<file path="src/rtl/booth_mult_seq.sv">
// -----------------------------------------------------------------------------
// booth_mult_seq
//   Sequential radix-2 Booth multiplier. The control FSM, the A/Q/M registers
//   and the add/subtract step all live in this one N-bit core. An operation is
//   started with a start/done handshake and produces a 2N-bit two's-complement
//   product.
//
// Parameters
//   N             operand width in bits (N >= 2); the product is 2N bits
//
// Ports
//   clk           clock, rising edge
//   reset         asynchronous, active-high reset
//   start         request, only looked at while idle
//   uns           (only with BOOTH_UNSIGNED_EN) treat operands as unsigned
//   multiplicand  M operand, N bits
//   multiplier    Q operand, N bits
//   busy          high while iterating
//   done          one-cycle pulse when the product has just been updated
//   product       registered 2N-bit result, held until the next completion
//
// Optional feature macro: BOOTH_UNSIGNED_EN adds the 'uns' input and an
// unsigned mode that runs one extra iteration on zero-extended operands.
// -----------------------------------------------------------------------------
module booth_mult_seq #(
   parameter int N = 4
) (
   input  logic           clk,
   input  logic           reset,
   input  logic           start,
`ifdef BOOTH_UNSIGNED_EN
   input  logic           uns,
`endif
   input  logic [N-1:0]   multiplicand,
   input  logic [N-1:0]   multiplier,
   output logic           busy,
   output logic           done,
   output logic [2*N-1:0] product
);

   localparam int CW = $clog2(N + 2);
`ifdef BOOTH_UNSIGNED_EN
   localparam int QW = N + 1;
`else
   localparam int QW = N;
`endif

   typedef enum logic [1:0] {
      IDLE,
      RUN,
      DONE
   } state_t;

   state_t           state;
   state_t           state_next;

   logic [N:0]       a;
   logic [N:0]       m;
   logic [QW-1:0]    q;
   logic             q_1;
   logic [CW-1:0]    cnt;
`ifdef BOOTH_UNSIGNED_EN
   logic             uns_r;
`endif

   logic [N:0]       a_sum;
   logic [N:0]       a_next;
   logic [QW-1:0]    q_next;
   logic [2*N-1:0]   result;

   // State register. Reset is asynchronous and forces the FSM back to IDLE
   // from anywhere, which also abandons any operation in flight.
   always_ff @(posedge clk or posedge reset) begin
      if (reset) begin
         state <= IDLE;
      end else begin
         state <= state_next;
      end
   end

   // Next-state logic and the status outputs. RUN ends on the iteration
   // where the counter is at 1, so exactly cnt-load iterations are done.
   // DONE always lasts a single cycle, which gives the one-cycle done pulse.
   always_comb begin
      state_next = state;
      busy       = 1'b0;
      done       = 1'b0;
      case (state)
         IDLE: begin
            if (start) begin
               state_next = RUN;
            end
         end
         RUN: begin
            busy = 1'b1;
            if (cnt == CW'(1)) begin
               state_next = DONE;
            end
         end
         DONE: begin
            done       = 1'b1;
            state_next = IDLE;
         end
         default: begin
            state_next = IDLE;
         end
      endcase
   end

   // One Booth iteration. The pair {Q0,Q_1} selects subtract, add or keep
   // for the accumulator, then {A,Q,Q_1} is shifted right arithmetically.
   // A is one bit wider than the operands so that subtracting the most
   // negative multiplicand cannot overflow. In the unsigned build Q has a
   // spare top bit; signed operations skip it so their shift path and the
   // product bit positions are identical to the signed-only build.
   always_comb begin
      a_sum = a;
      case ({q[0], q_1})
         2'b10:   a_sum = a - m;
         2'b01:   a_sum = a + m;
         default: a_sum = a;
      endcase
      a_next = {a_sum[N], a_sum[N:1]};
`ifdef BOOTH_UNSIGNED_EN
      if (uns_r) begin
         q_next = {a_sum[0], q[QW-1:1]};
         result = {a_next[N-2:0], q_next};
      end else begin
         q_next = {1'b0, a_sum[0], q[N-1:1]};
         result = {a_next[N-1:0], q_next[N-1:0]};
      end
`else
      q_next = {a_sum[0], q[N-1:1]};
      result = {a_next[N-1:0], q_next};
`endif
   end

   // Datapath registers. Operands are captured only on the edge that leaves
   // IDLE, so later operand changes have no effect. The product register is
   // written only on the last RUN iteration (the RUN->DONE edge) and is
   // otherwise held until the next completion or a reset.
   always_ff @(posedge clk or posedge reset) begin
      if (reset) begin
         a       <= '0;
         m       <= '0;
         q       <= '0;
         q_1     <= 1'b0;
         cnt     <= '0;
         product <= '0;
`ifdef BOOTH_UNSIGNED_EN
         uns_r   <= 1'b0;
`endif
      end else begin
         case (state)
            IDLE: begin
               if (start) begin
                  a   <= '0;
                  q_1 <= 1'b0;
`ifdef BOOTH_UNSIGNED_EN
                  uns_r <= uns;
                  if (uns) begin
                     m   <= {1'b0, multiplicand};
                     q   <= {1'b0, multiplier};
                     cnt <= CW'(N + 1);
                  end else begin
                     m   <= {multiplicand[N-1], multiplicand};
                     q   <= {multiplier[N-1], multiplier};
                     cnt <= CW'(N);
                  end
`else
                  m   <= {multiplicand[N-1], multiplicand};
                  q   <= multiplier;
                  cnt <= CW'(N);
`endif
               end
            end
            RUN: begin
               a   <= a_next;
               q   <= q_next;
               q_1 <= q[0];
               cnt <= cnt - CW'(1);
               if (cnt == CW'(1)) begin
                  product <= result;
               end
            end
            default: begin
            end
         endcase
      end
   end

endmodule

</file>
<file path="config.mk">
export PLATFORM = sky130hd
export DESIGN_NAME = booth_mult_seq
export DESIGN_NICKNAME = d
export VERILOG_FILES = /design/src/rtl/booth_mult_seq.sv
export SDC_FILE = /design/constraint.sdc
export NUM_CORES = 1
export LEC_CHECK = 0
export ABC_CLOCK_PERIOD_IN_PS = 2400
export BUFFER_PORTS_ARGS = -buffer_cell sky130_fd_sc_hd__buf_4
export CAP_MARGIN = 30
export CORE_UTILIZATION = 52
export CTS_BUF_LIST = sky130_fd_sc_hd__clkbuf_8
export DETAILED_ROUTE_END_ITERATION = 8
export HOLD_SLACK_MARGIN = 0.02
export MAX_ROUTING_LAYER = met4
export PLACE_DENSITY_LB_ADDON = 0.05
export SYNTH_ARGS = -nofsm -noshare
export SYNTH_HDL_FRONTEND = slang
export SYNTH_SLANG_ARGS = --single-unit
</file>
<file path="constraint.sdc">
create_clock -name clk -period 2.4 [get_ports clk]
set_input_delay 0.12 -clock clk [delete_from_list [all_inputs] [get_ports clk]]
set_output_delay 0.12 -clock clk [all_outputs]
set_load 0.01 [all_outputs]
</file>
[After elaboration in Yosys (flattened, before gate mapping)]
Cells that the tools add are included.
Cells by class
  add/sub/neg operators: 3
  equality and inequality tests: 7
  mux-type cells: 14
  reductions and logical operators: 6
Operator list (count)
  $pmux W5 S2: 2
  $pmux W4 S2: 1
  $reduce_and A2 Y1: 4
  $pmux W3 S2: 1
  $add A5 B5 Y5: 1
  $mux W5: 1
  $sub A5 B5 Y5: 1
  $eq A2 B1 Y1 const B: 2
  $eq A2 B2 Y1 const B: 2
  $mux W2: 2
  $mux W4: 1
  $ne A2 B2 Y1 const B: 2
  $pmux W2 S2: 1
  $eq A3 B1 Y1 const B: 1
  $mux W1: 3
  $mux W3: 1
  $sub A3 B1 Y3 const B: 1
  $logic_not A2 Y1: 1
  $pmux W1 S2: 1
  $reduce_bool A2 Y1: 1
Storage, ports and cells
  flip-flop bits (word level): 27
  input port bits: 11

[Longest topological paths before layout]
Gate-level depths: netlist of run 1.
  word-level depth: 3
  gate-level depth with buffers: 10
  gate-level depth less buffers: 10

[Worst setup path after synthesis of run 1]
No wires, ideal clock.
  path kind: register to register
  start: reg q[0]
  end: reg a[3]
  library setup time: 0.069 ns
  arrival time: 2.308 ns
  required time: 2.331 ns
  setup slack: 0.023 ns
  cell stages (with the launch flop): 10
  path through: dfrtp_1 > inv_1 > ha_1 > mux2_2 > fa_1 > a21o_1 > a21oi_2 > xnor2_1 > or4_1 > nand3_1
On the way
  longest elaborated chain between the ends: 3
  elaborated cells on any way between the ends: 4
  those cells by class: 2 x eq/ne; 2 x mux
RTL lines
  start, declared: line 59  | logic [QW-1:0] q;
  start signal, assigned: line 172  | q <= multiplier;
  start signal, assigned: line 179  | q <= q_next;
  $eq A2 B1 Y1 or $eq A2 B2 Y1 (tied branches): line 118  | case ({q[0], q_1})
  $pmux W5 S2 *: line 118
  $pmux W5 S2 *: line 154  | case (state)
  end signal, assigned: line 178  | a <= a_next;
  end, declared: line 57  | logic [N:0] a;
Every way passes the cells marked *; elsewhere a longest branch is shown, timed or not.
A chain may end at the register's enable or synchronous reset.

[Worst setup path after layout of run 1]
  start: reg m[1]
  end: reg a[3]
On the way
  longest elaborated chain between the ends: 3
  elaborated cells on any way between the ends: 4
  those cells by class: 2 x add/sub; 2 x mux
RTL lines
  start, declared: line 58  | logic [N:0] m;
  start signal, assigned: line 171  | m <= {multiplicand[N-1], multiplicand};
  $add A5 B5 Y5 or $sub A5 B5 Y5 (tied branches): line 120, 119
  $pmux W5 S2 *: line 118
  $pmux W5 S2 *: line 154
Marks and branches as above.

==> flow_metrics.env, run 1 <==
export IMPL_start_util_pct=55.1
export IMPL_rr_endpoint="a[3]"
export IMPL_cp_slowest_cell="dfrtp_1"
export IMPL_yosysTopAreaCellShare_pct=47.7
export IMPL_clk_latency_ns=0.28
export IMPL_clock_sinks=26
export IMPL_cp_max_fo=3
export IMPL_ys_top_cells_by_count="dfrtp_1, nand2_1, o21ai_0"
export IMPL_syn_inst=141
export IMPL_worstSetupPathType="reg2reg"
export IMPL_yosys_area_top_type="dfrtp_1"
export IMPL_start_kind="register"
export IMPL_hold_path_class="in2reg"
export IMPL_yosysWarnings=0
export IMPL_min_period_over_period_pct=98.4
export IMPL_final_core_util_pct=71.2
export IMPL_sw_frac_of_total_pct=40.8
export IMPL_num_rows=18
export IMPL_cp_buffers_inverters=1
export IMPL_regArea_um2=651
export IMPL_drv_slew=0
export IMPL_required_ns=2.62
export IMPL_synth_top_family_by_area="simple AND/OR/NAND/NOR gates"
export IMPL_clk_path_buf_depth=2
export IMPL_ys_flop_type="dfrtp_1"
export IMPL_worst_ep_arrival_time_ns=2.58
export IMPL_num_io_pins=21
export IMPL_grt_max_degree=18
export IMPL_fmax_mhz=424
export IMPL_cp_endpoint="a[3]"
export IMPL_p_leak_nw=0.865
export IMPL_synth_compound_area_share_pct=13.6
export IMPL_rrSetupSlack_ns=0.04
export IMPL_p_sw_mw=1.21
export IMPL_grt_remaining_overflow=0
export IMPL_htree_num_levels=1
export IMPL_setup_tns_ns=0
export IMPL_clock_power_share_pct=12.4
export IMPL_rsz0062_at_grt="yes"
export IMPL_route_detailed_drc=0
export IMPL_place_congestion=0.838
export IMPL_yosys_cell_types_count=31
export IMPL_die_w_um=53.2
export IMPL_cts_tree="built"
export IMPL_crit_family="adder cells"
export IMPL_multi_input_area_um2=716
export IMPL_internal_power_mw=1.75
export IMPL_wirelength_um=3140
export IMPL_vias_per_cell=5.48
export IMPL_stdcell_area_um2=1760
export IMPL_async_reset_ff_share_pct=100
export IMPL_period_minus_slack_ns=2.36
export IMPL_cp_startpoint="m[1]"
export IMPL_synth_edf_count=0
export IMPL_wl_per_cell_um=15.6
export IMPL_stdcell_count=201
export IMPL_synth_xor_area_share_pct=3.21
export IMPL_placed_area_um2=1600
export IMPL_synth_nets=162
export IMPL_skew_ns=0.00457
export IMPL_track_usage_pct=25.0
export IMPL_hold_viol=0
export IMPL_grt_pass1_wl_um=4830
export IMPL_p_seq_share_pct=28.3
export IMPL_die_area_um2=2830
export IMPL_setup_viol=0
export IMPL_cts_inserted_buffers=3
export IMPL_synth_adder_area_share_pct=9.72
export IMPL_dr_pass1_iters=4
export IMPL_root_buffer="clkbuf_8"
export IMPL_antennaDiodeCount=0
export IMPL_worstMarginPinSlew_ns=0.652
export IMPL_max_stage_delay_ns=0.41
export IMPL_outcome="complete, no violations"
export IMPL_num_nets_final=193
export IMPL_reg2reg_from="m[1]"
export IMPL_yosys_top_cells_area="dfrtp_1, ha_1, nand2_1"
export IMPL_drt_first_iter_violations=17
export IMPL_fin_hold_ws_ns=0.0503
export IMPL_synth_area_per_cell_um2=9.67
export IMPL_antenna_found_initial=0
export IMPL_route_vias_total=1102
export IMPL_clk_transition_reported_paths_ns=0.09
export IMPL_grt_pass1_vias=1049
export IMPL_dp_hpwl_um=2130
export IMPL_r2r_cells=9
export IMPL_synthToLayoutAreaGrowth_pct=29.4
export IMPL_synthSimpleGateAreaFrac_pct=15.0
export IMPL_ir_drop_uv=895
export IMPL_dpl_cell_count=192
export IMPL_p_per_area_nw_per_um2=1680
export IMPL_core_area_um2=2480
export IMPL_final_layout_size_suffix_gt1_share_pct=29.2
export IMPL_max_slew_margin_rel_pct=56.5
export IMPL_ys_seq_area_share_pct=47.7
export IMPL_syn_area_um2=1360
export IMPL_maxCapViolCount=0
export IMPL_p_comb_share_pct=59.4
export IMPL_endpoint_kind="register"
export IMPL_synth_mux_area_fraction_pct=6.88
export IMPL_worstPathCellList="inv_2 -> ha_4 -> mux2_4 -> fa_2 -> a21o_1 -> a21oi_2 -> xnor2_2 -> or4_1 -> nand3_1"
export IMPL_portBuffers=20
export IMPL_cp_depth=9
export IMPL_ys_ff_latch=26
export IMPL_ant_nets=0
export IMPL_fillers=188
export IMPL_dieHeight_um=53.2
## cell type report
type	count	area share (%)
multi-input combinational	101	40.6
sequential	26	36.9
timing repair buffer	31	14.5
clock buffer	3	2.34
tap	30	2.13
inverter	9	1.91
clock inverter	1	1.70
## state kept, by name, summed over array words and instances (netlist names)
signal   count
q            4
a            4
state        2
q_1          1
product      8
cnt          3
m            4
## worst min path at each step
| stage | cells after the start | slack [ns] | start | endpoint |
|---|---|---|---|---|
| floorplan | 1 | 0.16 | reset | a[0] |
| global placement | 3 | 0.32 | multiplicand[0] | m[0] |
| detailed placement | 2 | 0.17 | reset | product[7] |
| CTS | 3 | 0.05 | multiplicand[0] | m[0] |
| global route | 2 | 0.08 | multiplicand[2] | m[2] |
| finish | 3 | 0.05 | multiplicand[0] | m[0] |
## routing by layer
layer / wire length (um) / vias to the layer above / GRT usage [%]
met1: 1260 / 523 / 31.0
li1: - / 533 / -
met3: 143 / 13 / 2.59
met2: 1620 / 33 / 41.9
met4: 106 / 0 / 9.65
met5: 0 / - / -
## worst register-to-register path: stages (launching register included)
cell and delay (ns):
dfrtp_1 0.41, inv_2 0.09, ha_4 0.19, mux2_4 0.28, fa_2 0.36, a21o_1 0.18
a21oi_2 0.19, xnor2_2 0.11, or4_1 0.40, nand3_1 0.09
## cell usage in the layout (no fill, tap or decap), types with 2 or more instances in the layout
| cell type | n |
|---|---|
| inv_2 | 3 |
| nor3_1 | 2 |
| a21o_1 | 2 |
| nor2_1 | 8 |
| buf_4 | 29 |
| mux2_2 | 2 |
| ha_4 | 2 |
| inv_1 | 6 |
| nor2b_1 | 2 |
| ha_1 | 6 |
| o22ai_1 | 5 |
| dfrtp_1 | 26 |
| nand2b_1 | 3 |
| clkbuf_8 | 3 |
| o21ai_0 | 12 |
| a21oi_1 | 3 |
| xor2_1 | 2 |
| nand2_1 | 26 |
| a21oi_2 | 2 |
| mux2i_1 | 6 |
## per-stage QoR
stage / setup slack [ns] / total power, mW
floorplan: 0.0226 / 1.84
global placement: 0.0485 / 2.21
detailed placement: -0.0687 / 2.31
CTS: 0.0127 / 2.84
global route: -0.0481 / 3.20
finish: 0.0392 / 2.96
## cells by family (layout without fill, tap and decap cells)
logic type | count (synthesis) | after routing
buffers and inverters | 14 | 44
adder cells (fa/ha/maj) | 10 | 10
multiplexers | 9 | 9
AND/OR/NAND/NOR | 47 | 47
AO/OA/AOI/OAI | 30 | 30
XOR/XNOR | 5 | 5
flip-flops | 26 | 26
## power groups by stage
| stage | logic [mW] | clock network, mW | registers [mW] |
|---|---|---|---|
| finish | 1.76 | 0.367 | 0.837 |
| global route | 1.94 | 0.389 | 0.865 |
| CTS | 1.64 | 0.370 | 0.824 |
| detailed placement | 1.48 | 0 | 0.833 |
| global placement | 1.40 | 0 | 0.814 |
| floorplan | 1.01 | 0 | 0.824 |
## timing repair
item | 4_1_cts | 5_1_grt
hold endpoints to repair | 9 | 0
resized for setup | 5 | 8
endpoints found under the setup margin | 2 | 2
pin swaps | 5 | 8
hold buffers | 1 | 0
buffers inserted | 3 | 1
Note: power is estimated with default switching activity, not from simulation.
==> run 2, diff against run 1 <==
--- a/config.mk
+++ b/config.mk
@@ -8,9 +8,9 @@
 export ABC_CLOCK_PERIOD_IN_PS = 2400
 export BUFFER_PORTS_ARGS = -buffer_cell sky130_fd_sc_hd__buf_4
 export CAP_MARGIN = 30
-export CORE_UTILIZATION = 52
-export CTS_BUF_LIST = sky130_fd_sc_hd__clkbuf_8
+export CORE_UTILIZATION = 50
 export DETAILED_ROUTE_END_ITERATION = 8
+export GPL_TIMING_DRIVEN = 0
 export HOLD_SLACK_MARGIN = 0.02
 export MAX_ROUTING_LAYER = met4
 export PLACE_DENSITY_LB_ADDON = 0.05
==> run 2 against run 1 <==
Effect of this change: highest routed layer unchanged; die area rose by 3.9%; first-iteration DRC count down 12%; the flow now finishes with violations (negative setup slack); critical endpoint unchanged; core utilization down 0.68 points; largest cell class unchanged.
==> flow_metrics.env, run 2 (same netlist as run 1, synthesis figures left out) <==
export IMPL_fmax_mhz=412
export IMPL_dr_pass1_iters=4
export IMPL_route_vias_total=1119
export IMPL_period_minus_slack_ns=2.43
export IMPL_num_nets_final=203
export IMPL_ant_nets=0
export IMPL_p_comb_share_pct=62.5
export IMPL_antenna_found_initial=0
export IMPL_place_congestion=0.757
export IMPL_die_w_um=54.2
export IMPL_final_core_util_pct=70.5
export IMPL_regMostFlops="product"
export IMPL_setup_viol=1
export IMPL_die_area_um2=2940
export IMPL_route_detailed_drc=0
export IMPL_root_buffer="clkbuf_4"
export IMPL_internal_power_mw=1.64
export IMPL_required_ns=2.67
export IMPL_grt_remaining_overflow=0
export IMPL_final_common_cell="buf_4"
export IMPL_skew_ns=0.00576
export IMPL_ir_drop_uv=989
export IMPL_rrSetupSlack_ns=-0.03
export IMPL_track_usage_pct=22.5
export IMPL_outcome="finished with violations"
export IMPL_grt_max_degree=21
export IMPL_drt_first_iter_violations=15
export IMPL_fin_hold_ws_ns=0.0769
export IMPL_worstSetupPathType="reg2reg"
export IMPL_hold_path_class="in2reg"
export IMPL_drv_slew=0
export IMPL_htree_num_levels=1
export IMPL_grt_pass1_wl_um=4530
export IMPL_synthToLayoutAreaGrowth_pct=30.5
export IMPL_start_util_pct=54.1
export IMPL_max_stage_delay_ns=0.48
export IMPL_worstPathCellList="inv_2 -> ha_4 -> mux2_4 -> fa_2 -> a21o_1 -> a21oi_2 -> xnor2_2 -> or4_1 -> nand3_1"
export IMPL_cp_slowest_cell="or4_1"
export IMPL_crit_family="simple AND/OR/NAND/NOR gates"
export IMPL_cts_inserted_buffers=3
export IMPL_hold_viol=0
export IMPL_portBuffers=20
export IMPL_power_total_mw=2.80
export IMPL_p_per_area_nw_per_um2=1580
export IMPL_dieHeight_um=54.2
export IMPL_rsz0062_at_grt="yes"
export IMPL_fillers=197
export IMPL_p_sw_mw=1.16
export IMPL_p_seq_share_pct=29.5
export IMPL_num_rows=18
export IMPL_violations="negative setup slack"
export IMPL_cts_tree="built"
export IMPL_layout_common_cells="buf_4, nand2_1, dfrtp_1"
export IMPL_start_kind="register"
export IMPL_core_area_um2=2520
export IMPL_clk_transition_reported_paths_ns=0.14
export IMPL_min_period_over_period_pct=101
export IMPL_num_io_pins=21
export IMPL_antennaDiodeCount=0
export IMPL_worst_ep_arrival_time_ns=2.70
export IMPL_sw_frac_of_total_pct=41.4
export IMPL_max_slew_margin_rel_pct=69.8
export IMPL_maxCapViolCount=0
export IMPL_wl_per_cell_um=13.9
export IMPL_grt_pass1_vias=1042
export IMPL_endpoint_kind="register"
export IMPL_worstMarginPinSlew_ns=0.453
export IMPL_wirelength_um=2930
export IMPL_clock_power_share_pct=8.0
export IMPL_setup_slack_ns=-0.0289
export IMPL_largest_reg_flops=8
export IMPL_vias_per_cell=5.30
export IMPL_clk_latency_ns=0.32
export IMPL_final_layout_size_suffix_gt1_share_pct=27.1
export IMPL_dp_hpwl_um=2020
export IMPL_p_leak_nw=0.881
export IMPL_clock_sinks=26
export IMPL_clk_path_buf_depth=2
export IMPL_cp_buffers_inverters=1
export IMPL_cp_max_fo=3
run 2: layout make-up:
cell class	count	area, um2	share of cell area [%]
multi-input combinational	101	698	39.2
sequential	26	651	36.6
timing repair buffer	36	303	17.0
tap	30	37.5	2.11
clock buffer	4	36.3	2.04
inverter	9	33.8	1.90
buffer	5	20.0	1.13
run 2: path summary, 6_finish.rpt:
kind	startpoint	endpoint	cells past startpoint
min in group asynchronous	reset	product[4]	3
worst min-delay path	multiplier[1]	q[1]	3
max in group asynchronous	reset	q_1	4
worst min register to register	product[1]	product[1]	2
worst max register to register	m[1]	a[3]	9
worst max-delay path	m[1]	a[3]	9
run 2: what timing repair did:
item,CTS,global route
cloned,0,0
gates resized for setup,6,3
endpoints found under the hold margin,9,1
buffers inserted,3,7
pin swaps,1,7
hold buffers,4,1
setup endpoints to repair,2,1
run 2: tightest hold or removal path, delay by kind of cell:
family | cells | cell delay [ns]
mux | 1 | 0.05
compound gates | 1 | 0.13
buf+inv | 1 | 0.08
run 2: power groups by stage:
stage / clock network [mW] / logic [mW] / registers (mW)
finish: 0.225 / 1.75 / 0.826
global route: 0.242 / 1.95 / 0.858
CTS: 0.228 / 1.54 / 0.819
detailed placement: 0 / 1.41 / 0.832
global placement: 0 / 1.35 / 0.818
floorplan: 0 / 1.01 / 0.824
run 2: per-layer routing:
metal  vias up  share of wire (%)  global-route usage, %
met2        14                 53                   39.6
met1       544                 45                   26.7
li1        559                  -                      -
met3         2                2.2                   2.50
met4         0               0.51                   7.26
met5         -                  0                      -
run 2: through the flow:
step | cell area, um2 | setup slack [ns] | instances | setup TNS (ns)
after global placement | 1550 | -0.105 | 191 | -0.137
final | 1780 | -0.0289 | 211 | -0.0289
after global routing | 1780 | -0.0638 | 211 | -0.0782
after floorplan | 1360 | 0.0226 | 141 | 0
after detailed placement | 1580 | -0.154 | 192 | -0.209
after CTS | 1700 | 0.00118 | 203 | 0
==> run 3, diff against run 2 <==
--- a/config.mk
+++ b/config.mk
@@ -8,12 +8,14 @@
 export ABC_CLOCK_PERIOD_IN_PS = 2400
 export BUFFER_PORTS_ARGS = -buffer_cell sky130_fd_sc_hd__buf_4
 export CAP_MARGIN = 30
-export CORE_UTILIZATION = 50
+export CORE_MARGIN = 2
+export CORE_UTILIZATION = 40
 export DETAILED_ROUTE_END_ITERATION = 8
 export GPL_TIMING_DRIVEN = 0
 export HOLD_SLACK_MARGIN = 0.02
 export MAX_ROUTING_LAYER = met4
 export PLACE_DENSITY_LB_ADDON = 0.05
+export RECOVER_POWER = 50
 export SYNTH_ARGS = -nofsm -noshare
 export SYNTH_HDL_FRONTEND = slang
 export SYNTH_SLANG_ARGS = --single-unit
==> run 3 against run 2 <==
Effect of this change: the run now ends clean; largest cell class unchanged; first-iteration DRC count increased by 120%; cell count increased by 5.7%; clock skew decreased by 0.00054 ns; sequential power decreased by 0.6%; total power decreased by 4.2%; highest routed layer unchanged; largest power group unchanged; register-to-register slack improved by 0.09 ns.
==> flow_metrics.env, run 3 (same netlist as run 1, synthesis figures left out) <==
export IMPL_outcome="complete, no violations"
export IMPL_clk_transition_reported_paths_ns=0.15
export IMPL_grt_remaining_overflow=0
export IMPL_drv_slew=0
export IMPL_max_slew_margin_rel_pct=46.8
export IMPL_layout_common_cells="nand2_1, dfrtp_1, buf_4"
export IMPL_num_io_pins=21
export IMPL_grt_max_degree=16
export IMPL_power_total_mw=2.69
export IMPL_grt_pass1_wl_um=5060
export IMPL_start_kind="register"
export IMPL_stdcell_area_um2=1730
export IMPL_dr_pass1_iters=6
export IMPL_r2r_cells=10
export IMPL_die_area_um2=3890
export IMPL_die_w_um=62.4
export IMPL_num_rows=21
export IMPL_final_core_util_pct=52.4
export IMPL_cp_slowest_cell="dfrtp_1"
export IMPL_whs_path_depth=3
export IMPL_maxCapViolCount=0
export IMPL_worstMarginPinSlew_ns=0.798
export IMPL_vias_per_cell=4.87
export IMPL_cts_inserted_buffers=3
export IMPL_skew_ns=0.00522
export IMPL_setup_viol=0
export IMPL_root_buffer="clkbuf_4"
export IMPL_start_util_pct=41.2
export IMPL_p_per_area_nw_per_um2=1550
export IMPL_hold_path_class="in2reg"
export IMPL_worstSetupPathType="reg2reg"
export IMPL_clock_sinks=26
export IMPL_worst_ep_arrival_time_ns=2.57
export IMPL_antenna_found_initial=0
export IMPL_route_vias_total=1086
export IMPL_p_leak_nw=0.843
export IMPL_num_nets_final=199
export IMPL_regMostFlops="product"
export IMPL_synthToLayoutAreaGrowth_pct=27.2
export IMPL_fillers=340
export IMPL_placed_area_um2=1600
export IMPL_wl_per_cell_um=12.9
export IMPL_hold_viol=0
export IMPL_track_usage_pct=17.0
export IMPL_dp_hpwl_um=2100
export IMPL_htree_num_levels=1
export IMPL_portBuffers=20
export IMPL_cp_max_fo=3
export IMPL_period_minus_slack_ns=2.34
export IMPL_setup_tns_ns=0
export IMPL_max_stage_delay_ns=0.40
export IMPL_setup_slack_ns=0.0645
export IMPL_clk_path_buf_depth=2
export IMPL_rsz0062_at_grt="yes"
export IMPL_required_ns=2.64
export IMPL_endpoint_kind="register"
export IMPL_drt_first_iter_violations=33
export IMPL_worstPathCellList="inv_1 -> ha_1 -> mux2_4 -> fa_2 -> a21o_1 -> a21oi_2 -> xnor2_2 -> buf_4 -> mux2i_1 -> nand2_1"
export IMPL_largest_reg_flops=8
export IMPL_core_area_um2=3310
export IMPL_route_detailed_drc=0
export IMPL_post_place_ws_ns=-0.148
export IMPL_min_period_over_period_pct=97.3
export IMPL_final_layout_size_suffix_gt1_share_pct=20.9
export IMPL_wirelength_um=2880
export IMPL_place_congestion=0.723
export IMPL_dieHeight_um=62.4
export IMPL_fmax_mhz=428
export IMPL_clk_latency_ns=0.33
export IMPL_grt_pass1_vias=1084
export IMPL_ant_nets=0
export IMPL_antennaDiodeCount=0
export IMPL_cts_tree="built"
export IMPL_ir_drop_uv=561
run 3: cell types whose count changed in the layout (fill, tap and decap cells not counted):
cell       delta
inv_1         +2
buf_16        -1
clkbuf_8      -1
bufinv_16     +1
clkbuf_1      +5
ha_4          -1
clkbuf_4      +1
buf_4         -9
ha_1          +1
inv_2         -2
run 3: area by class of cell:
class | count | area [um2] | share of cell area, %
plain buffers | 5 | 20.0 | 1.15
well taps | 46 | 57.6 | 3.32
flip-flops and latches | 26 | 651 | 37.5
repair buffers | 32 | 234 | 13.5
clock buffers | 3 | 22.5 | 1.30
clock inverters | 1 | 30.0 | 1.73
inverters | 9 | 33.8 | 1.95
multi-input cells | 101 | 686 | 39.5
run 3: final timing paths:
check / start / to / slack, ns
max: m[1] / product[7] / 0.06
min: multiplier[1] / q[1] / 0.08
max reg2reg: m[1] / product[7] / 0.06
min reg2reg: cnt[2] / cnt[2] / 0.49
max in group asynchronous: reset / a[3] / 0.99
min in group asynchronous: reset / product[3] / 0.34
run 3: what timing repair did:
action	4_1_cts	5_1_grt
hold buffers	5	0
resized for setup	6	0
gates cloned	0	0
setup buffers	2	4
endpoints found under the hold margin	16	0
pin swaps	1	4
setup endpoints to repair	2	1
run 3: stage by stage:
stage / std cells / hold slack (ns)
after detailed placement: 208 / 0.219
after global routing: 223 / 0.105
after CTS: 219 / 0.0779
after floorplan: 141 / 0.160
after global placement: 207 / 0.325
final: 223 / 0.0823
run 3: power by group:
part           internal, mW  total [mW]  switching, mW
Clock                 0.169       0.308          0.139
Combinational         0.758        1.56          0.799
Sequential            0.653       0.821          0.167
run 3: routing by layer:
| metal | share of wire [%] | vias up | GRT usage, % |
|---|---|---|---|
| li1 | - | 552 | - |
| met1 | 47 | 517 | 20.9 |
| met2 | 49 | 15 | 29.1 |
| met3 | 2.9 | 2 | 2.70 |
| met4 | 0.73 | 0 | 5.00 |
| met5 | 0 | - | - |
run 3: worst max-delay path, delay by kind of cell (launching register included):
family,cells,cell delay (ns)
buffers and inverters,2,0.20
adders and majority gates,2,0.61
xor gates and xnor gates,1,0.15
and+or+nand+nor,1,0.06
AOI/OAI and AO/OA,2,0.34
DFF,1,0.40
muxes,2,0.48
